[src/rtl/muldiv_pkg.sv]
// Shared constants for the HI/LO multiply/divide unit and the ALU decode.
package muldiv_pkg;

  localparam int unsigned XLEN = 32;

  localparam logic [4:0] MULT_OP  = 5'b00110;
  localparam logic [4:0] MULTU_OP = 5'b00111;
  localparam logic [4:0] DIV_OP   = 5'b01000;
  localparam logic [4:0] DIVU_OP  = 5'b01001;
  localparam logic [4:0] MTHI_OP  = 5'b10010;
  localparam logic [4:0] MTLO_OP  = 5'b10011;

  typedef enum logic [2:0] {
    IDLE = 3'd0,
    MUL  = 3'd1,
    DIV  = 3'd2,
    FIX  = 3'd3,
    DONE = 3'd4
  } state_t;

endpackage

[src/rtl/muldiv_iter.sv]
// Iterative datapath: one shift-add (mode=0) or restoring-subtract (mode=1) step per cycle.
// Multiply: acc holds {partial product, remaining multiplier}, opnd holds the multiplicand.
// Divide:   acc[XLEN-1:0] shifts dividend out / quotient in, opnd holds the divisor.
module muldiv_iter #(
  parameter int unsigned XLEN = 32,
  parameter int unsigned ITER = 32
) (
  input  logic              clock,
  input  logic              reset,
  input  logic              load,
  input  logic              step,
  input  logic              mode,
  input  logic [XLEN-1:0]   a,
  input  logic [XLEN-1:0]   b,
  output logic [2*XLEN-1:0] prod,
  output logic [XLEN-1:0]   quot,
  output logic [XLEN-1:0]   rem,
  output logic              last
);

  logic [2*XLEN-1:0] acc_q;
  logic [XLEN-1:0]   opnd_q;
  logic [XLEN-1:0]   rem_q;
  logic [5:0]        cnt_q;
  logic [XLEN:0]     sum;
  logic [XLEN:0]     part;
  logic [XLEN:0]     diff;

  // Step arithmetic: carry-extended add for multiply, 33-bit partial remainder trial subtract for divide.
  always_comb begin
    sum  = {1'b0, acc_q[2*XLEN-1:XLEN]} + (acc_q[0] ? {1'b0, opnd_q} : '0);
    part = {rem_q, acc_q[XLEN-1]};
    diff = part - {1'b0, opnd_q};
  end

  // Operand load and per-cycle iteration.
  always_ff @(posedge clock) begin
    if (reset) begin
      acc_q  <= '0;
      opnd_q <= '0;
      rem_q  <= '0;
      cnt_q  <= '0;
    end else if (load) begin
      cnt_q <= '0;
      rem_q <= '0;
      if (mode) begin
        acc_q  <= {{XLEN{1'b0}}, a};
        opnd_q <= b;
      end else begin
        acc_q  <= {{XLEN{1'b0}}, b};
        opnd_q <= a;
      end
    end else if (step) begin
      cnt_q <= cnt_q + 6'd1;
      if (mode) begin
        // Trial subtraction is non-negative exactly when the top bit of diff is clear.
        if (!diff[XLEN]) begin
          rem_q             <= diff[XLEN-1:0];
          acc_q[XLEN-1:0]   <= {acc_q[XLEN-2:0], 1'b1};
        end else begin
          rem_q             <= part[XLEN-1:0];
          acc_q[XLEN-1:0]   <= {acc_q[XLEN-2:0], 1'b0};
        end
      end else begin
        acc_q <= {sum, acc_q[XLEN-1:1]};
      end
    end
  end

  assign last = (cnt_q == 6'(ITER - 1));
  assign prod = acc_q;
  assign quot = acc_q[XLEN-1:0];
  assign rem  = rem_q;

endmodule

[src/rtl/hilo_muldiv_unit.sv]
// HI/LO owner: FSM, sign handling and architectural HI/LO around the iterative datapath.
module hilo_muldiv_unit #(
  parameter int unsigned XLEN = 32,
  parameter int unsigned ITER = 32
) (
  input  logic            clock,
  input  logic            reset,
  input  logic            start,
  input  logic [4:0]      op,
  input  logic [XLEN-1:0] op1,
  input  logic [XLEN-1:0] op2,
  input  logic            flush,
  output logic            busy,
  output logic            done,
  output logic            divide_zero,
  output logic [XLEN-1:0] hi,
  output logic [XLEN-1:0] lo
);

  import muldiv_pkg::*;

  state_t state_q, state_d;

  logic              load, step, mode, last;
  logic              is_signed;
  logic [XLEN-1:0]   a_mag, b_mag;
  logic [2*XLEN-1:0] prod, prod_fix;
  logic [XLEN-1:0]   quot, rem, quot_fix, rem_fix;
  logic              div_q, neg_q, rneg_q;
  logic              hi_we, lo_we, done_d, dz_d;
  logic [XLEN-1:0]   hi_d, lo_d;

  // Operand magnitudes for signed ops, and final sign correction of the results.
  always_comb begin
    is_signed = (op == MULT_OP) || (op == DIV_OP);
    a_mag     = (is_signed && op1[XLEN-1]) ? -op1 : op1;
    b_mag     = (is_signed && op2[XLEN-1]) ? -op2 : op2;
    prod_fix  = neg_q  ? -prod : prod;
    quot_fix  = neg_q  ? -quot : quot;
    rem_fix   = rneg_q ? -rem  : rem;
  end

  // Next-state, datapath control and HI/LO write selection; flush overrides everything.
  always_comb begin
    state_d = state_q;
    load    = 1'b0;
    step    = (state_q == MUL) || (state_q == DIV);
    mode    = (state_q == DIV);
    hi_we   = 1'b0;
    lo_we   = 1'b0;
    hi_d    = hi;
    lo_d    = lo;
    done_d  = 1'b0;
    dz_d    = 1'b0;
    if (flush) begin
      state_d = IDLE;
    end else begin
      case (state_q)
        IDLE: begin
          if (start) begin
            case (op)
              MTHI_OP: begin
                hi_we = 1'b1;
                hi_d  = op1;
              end
              MTLO_OP: begin
                lo_we = 1'b1;
                lo_d  = op1;
              end
              MULT_OP, MULTU_OP: begin
                load    = 1'b1;
                mode    = 1'b0;
                state_d = MUL;
              end
              DIV_OP, DIVU_OP: begin
                mode = 1'b1;
                if (op2 == '0) begin
                  state_d = DONE;
                end else begin
                  load    = 1'b1;
                  state_d = DIV;
                end
              end
              default: ;
            endcase
          end
        end
        MUL, DIV: begin
          if (last) state_d = FIX;
        end
        FIX: begin
          state_d = IDLE;
          done_d  = 1'b1;
          hi_we   = 1'b1;
          lo_we   = 1'b1;
          if (div_q) begin
            hi_d = rem_fix;
            lo_d = quot_fix;
          end else begin
            hi_d = prod_fix[2*XLEN-1:XLEN];
            lo_d = prod_fix[XLEN-1:0];
          end
        end
        DONE: begin
          state_d = IDLE;
          done_d  = 1'b1;
          dz_d    = 1'b1;
        end
        default: state_d = IDLE;
      endcase
    end
  end

  // State, status pulses, captured signs and the architectural HI/LO registers.
  always_ff @(posedge clock) begin
    if (reset) begin
      state_q     <= IDLE;
      done        <= 1'b0;
      divide_zero <= 1'b0;
      hi          <= '0;
      lo          <= '0;
      div_q       <= 1'b0;
      neg_q       <= 1'b0;
      rneg_q      <= 1'b0;
    end else begin
      state_q     <= state_d;
      done        <= done_d;
      divide_zero <= dz_d;
      if (hi_we) hi <= hi_d;
      if (lo_we) lo <= lo_d;
      if (load) begin
        div_q  <= mode;
        neg_q  <= is_signed & (op1[XLEN-1] ^ op2[XLEN-1]);
        rneg_q <= is_signed & op1[XLEN-1];
      end
    end
  end

  assign busy = (state_q != IDLE);

  muldiv_iter #(
    .XLEN (XLEN),
    .ITER (ITER)
  ) u_iter (
    .clock (clock),
    .reset (reset),
    .load  (load),
    .step  (step),
    .mode  (mode),
    .a     (a_mag),
    .b     (b_mag),
    .prod  (prod),
    .quot  (quot),
    .rem   (rem),
    .last  (last)
  );

endmodule

[config.mk]
export PLATFORM = sky130hd
export DESIGN_NAME = hilo_muldiv_unit
export DESIGN_NICKNAME = d
export VERILOG_FILES = /design/src/rtl/muldiv_pkg.sv /design/src/rtl/muldiv_iter.sv /design/src/rtl/hilo_muldiv_unit.sv
export SDC_FILE = /design/constraint.sdc
export NUM_CORES = 1
export LEC_CHECK = 0
export CAP_MARGIN = 15
export CORE_ASPECT_RATIO = 0.7
export CORE_MARGIN = 3
export CORE_UTILIZATION = 45
export CTS_CLUSTER_DIAMETER = 60
export DETAILED_ROUTE_END_ITERATION = 16
export HOLD_SLACK_MARGIN = 0.08
export RECOVER_POWER = 50
export SETUP_SLACK_MARGIN = 0.4
export SYNTH_ARGS = -nofsm -noshare
export SYNTH_HDL_FRONTEND = slang
export SYNTH_HIERARCHICAL = 1
export SYNTH_SLANG_ARGS = --single-unit
[constraint.sdc]
create_clock -name clock -period 7.13 [get_ports clock]
set_input_delay 1.0695 -clock clock [delete_from_list [all_inputs] [get_ports clock]]
set_output_delay 1.0695 -clock clock [all_outputs]
set_load 0.1 [all_outputs]
==> Flow_metrics.wiki <==
{| class="wikitable"
! Metric !! Value
|-
| Largest driver fanout on the critical path || 33
|-
| Vertical die dimension || 175 um
|-
| RSZ-0062 raised after global routing || false
|-
| IO Count || 140
|-
| Total cell area at the placement stage || 0.0198 mm2
|-
| Post-placement setup slack || 1820 ps
|-
| Via count normalized by instance count || 6.54
|-
| Max Fclk || 198 MHz
|-
| Floorplan Core Area || 0.0399 mm2
|-
| Type of origin of the critical path || flop
|-
| Number of pins exceeding their max-slew limit in the final report || 50
|-
| Data arrival time of the critical path || 5550 ps
|-
| Classification of the worst setup path || flop to flop
|-
| Standard-cell rows || 61
|-
| Worst rel slew slack || -31.8%
|-
| Number of synthesized register bits || 206
|-
| Drt drc || 0
|-
| Total area of sequential cells || 0.00413 mm2
|-
| Initial DRC Count || 2681
|-
| Port Buf Inserts || 139
|-
| Initial antenna violation count || 2
|-
| Die footprint || 0.0431 mm2
|-
| Clk Tree Root Cell || clkbuf_16
|-
| Max stage delay on crit path || 1350 ps
|-
| Number of antenna diodes || 0
|-
| # fillers || 3953
|-
| Area of all placed cells without fillers || 0.0206 mm2
|-
| Share of the yosys chip area belonging to registers || 22.6%
|-
| Kind of end point of the critical path || flop
|-
| Clock latency on the worst-skew pair || 560 ps
|-
| YS warnings || 6
|-
| RePlAce Congestion || 0.979
|-
| Hold/Removal Path Class || flop to flop
|-
| Largest clock skew in the final design || 12.8 ps
|-
| Result of the run || finished, violations left
|-
| Number of global-route vias before repair || 17.2k
|-
| Number of setup violations in the final report || 0
|-
| Leakage power figure || 7.88 nW
|-
| Synthesis-to-layout area growth || 12.8%
|-
| Wire length of the first global-routing pass || 110 mm
|-
| Layout Nets || 2583
|-
| Crit path time final || 5050 ps
|-
| Post-detailed-placement half-perimeter wirelength || 56.5 mm
|-
| Most used cells in the layout excluding fill and tap cells || nor2_1 (274), dfxtp_1 (204), a21oi_1 (200), nand2_1 (164), mux2i_1 (149)
|-
| Clock tree from TritonCTS || done
|-
| Hold Fails Final Rpt || 0
|-
| Avg Inst Size Synth || 7.56 um2
|-
| Grt ovf || 0
|-
| Number of buffers created by CTS || 25
|-
| Distinct cells, synth || 96
|-
| Violations in the final reports || capacitance limit, slew limit
|-
| Antenna Nets Post-Route || 0
|-
| CTS H-tree depth || 1
|-
| IR drop worst, VDD || 161 uV
|-
| Fraction of layout instances using a drive strength above 1 || 5.34%
|-
| Synth Net Count || 2562
|-
| Power Density || 181 mW/mm2
|-
| Post-CTS setup-driven buffer insertion count || 0
|-
| Post-synthesis instance total || 2417
|-
| Critical-path top delay cell || nor4_1
|-
| Final routed wire length divided by cell count || 25.0 um
|-
| Fraction of registers with async set/reset || 0%
|-
| Number of gates resized after cts || 0
|-
| Number of search-and-repair iterations in the first detailed-routing pass || 7
|-
| Overall via count from detail_route || 19.5k
|-
| Die Span X || 247 um
|-
| Post-Route Setup TNS || 0 ps
|-
| Total of max-cap violations || 2
|-
| Multi-input gate area in the final layout || 0.0130 mm2
|-
| Netlist area before placement || 0.0183 mm2
|-
| TritonCTS Sinks || 206
|-
| Number of buffers added to fix hold violations after cts || 0
|-
| Pin count of the biggest net entering global routing || 102
|-
| Flip-flop cell with the highest count after synthesis || dfxtp_1
|-
| Final WS setup || 2080 ps
|-
| Overall track demand over capacity in global routing || 33.4%
|-
| Effective utilization at floorplan || 45.8%
|-
| Routed Wire Length || 74.8 mm
|-
| Most common cell after layout, fill and taps aside || nor2_1
|-
| Post-route fraction of the period consumed by the critical path || 70.9%
|-
| Transition time at the pin with the least slew margin || 1980 ps
|-
| Maximum buffer depth of the clock tree || 3
|-
| EDFF count, synth || 0
|-
| Endpoint required time on the critical path || 7620 ps
|-
| Sequence of cells on the critical path || clkbuf_1 -> nor3_1 -> nand2_1 -> nor4_1 -> nand2_1 -> o311a_1 -> o311a_1 -> nor2_1
|-
| Clock transition time at the flip-flop clock pins of the worst setup and hold paths || 60 ps
|}
worst max-delay path: cells and delay by family, from the launching register on:
kind                   cells  cell delay (ps)
AOI/OAI and AO/OA          2              960
buffers and inverters      1              380
DFF                        1              660
and+or+nand+nor            5             2970
per-layer routing:
layer,vias to the layer above,share of wire (%),track usage (%)
li1,8917,-,-
met1,9361,46,51.6
met2,1148,39,45.8
met3,117,13,8.51
met4,0,2.3,7.14
met5,-,0,0
state kept, by name, summed over array words and instances (netlist names), 3 cells and up:
signal	flops
u_iter/rem	32
u_iter/cnt_q	6
hi	32
u_iter/prod	64
state_q	3
u_iter/opnd_q	32
lo	32
per-stage QoR:
step	util, %	cells	power, mW	hold slack (ps)
finish	51.6	2990	3.74	450
global route	51.6	2990	3.87	478
CTS	51.7	2990	3.71	459
detailed placement	49.5	2946	2.31	451
global placement	49.5	2945	2.30	445
floorplan	-	2417	2.00	459
logic make-up (layout without fill, tap and decap cells):
kind of cell	count (synthesis)	count (layout)	synth area share, %
buffers and inverters	265	303	6.64
flip-flops	206	206	22.6
adder cells (fa/ha/maj)	72	72	5.01
XOR/XNOR	185	185	8.97
AND/OR/NAND/NOR	804	804	21.6
AO/OA/AOI/OAI	731	731	26.7
multiplexers	154	154	8.59
final cells by class:
type	count	area share, %
repair buffers	172	7.95
clock inverters	14	0.886
flip-flops and latches	206	20.0
well taps	535	3.25
inverters	87	1.58
clock buffers	30	3.37
multi-input cells	1946	62.9
where the power goes:
group          leakage (nW)  internal, mW  switching (mW)
registers              1.66          1.18          0.0819
clock network         0.433         0.838           0.572
logic                  5.78         0.382           0.690
synthesized netlist by cell type (all sizes together), types with 5 or more instances:
master | instances | area (um2)
o211ai | 16 | 125
clkbuf | 113 | 428
o221ai | 14 | 140
nor4 | 32 | 228
a21boi | 5 | 41.3
o221a | 7 | 78.8
o21bai | 10 | 78.8
a221oi | 6 | 58.8
dfxtp | 206 | 4120
mux2i | 149 | 1490
buf | 64 | 450
or2 | 12 | 75.1
o41ai | 22 | 193
o311ai | 5 | 43.8
o22ai | 10 | 62.6
a311oi | 17 | 149
nand2 | 164 | 616
xor2 | 94 | 842
and3 | 11 | 68.8
nand2b | 28 | 175
or3 | 37 | 248
ha | 70 | 876
and2 | 41 | 257
inv | 86 | 323
nand4 | 20 | 125
a22o | 17 | 149
nor2b | 14 | 87.6
o21a | 14 | 105
nor3 | 69 | 345
a22oi | 15 | 113
nor2 | 275 | 1030
a21o | 27 | 203
a2111oi | 6 | 53.8
xnor2 | 91 | 797
o2111ai | 5 | 43.8
a21oi | 203 | 1020
o31ai | 42 | 330
a211o | 8 | 70.1
nand3b | 9 | 67.6
o21ai | 137 | 689
a211oi | 88 | 661
or4 | 23 | 184
a31oi | 21 | 131
nand3 | 46 | 230
path summary, 6_finish.rpt:
path / endpoint / startpoint / slack (ps) / cells past startpoint
max: hi[17]$_SDFFE_PP0P_ / u_iter/prod[0]$_SDFFE_PP0P_ / 2080 / 8
min: lo[21]$_SDFFE_PP0P_ / lo[21]$_SDFFE_PP0P_ / 450 / 2
max reg2reg: hi[17]$_SDFFE_PP0P_ / u_iter/prod[0]$_SDFFE_PP0P_ / 2080 / 8
min reg2reg: lo[21]$_SDFFE_PP0P_ / lo[21]$_SDFFE_PP0P_ / 450 / 2
Note: power is estimated with default switching activity, not from simulation.
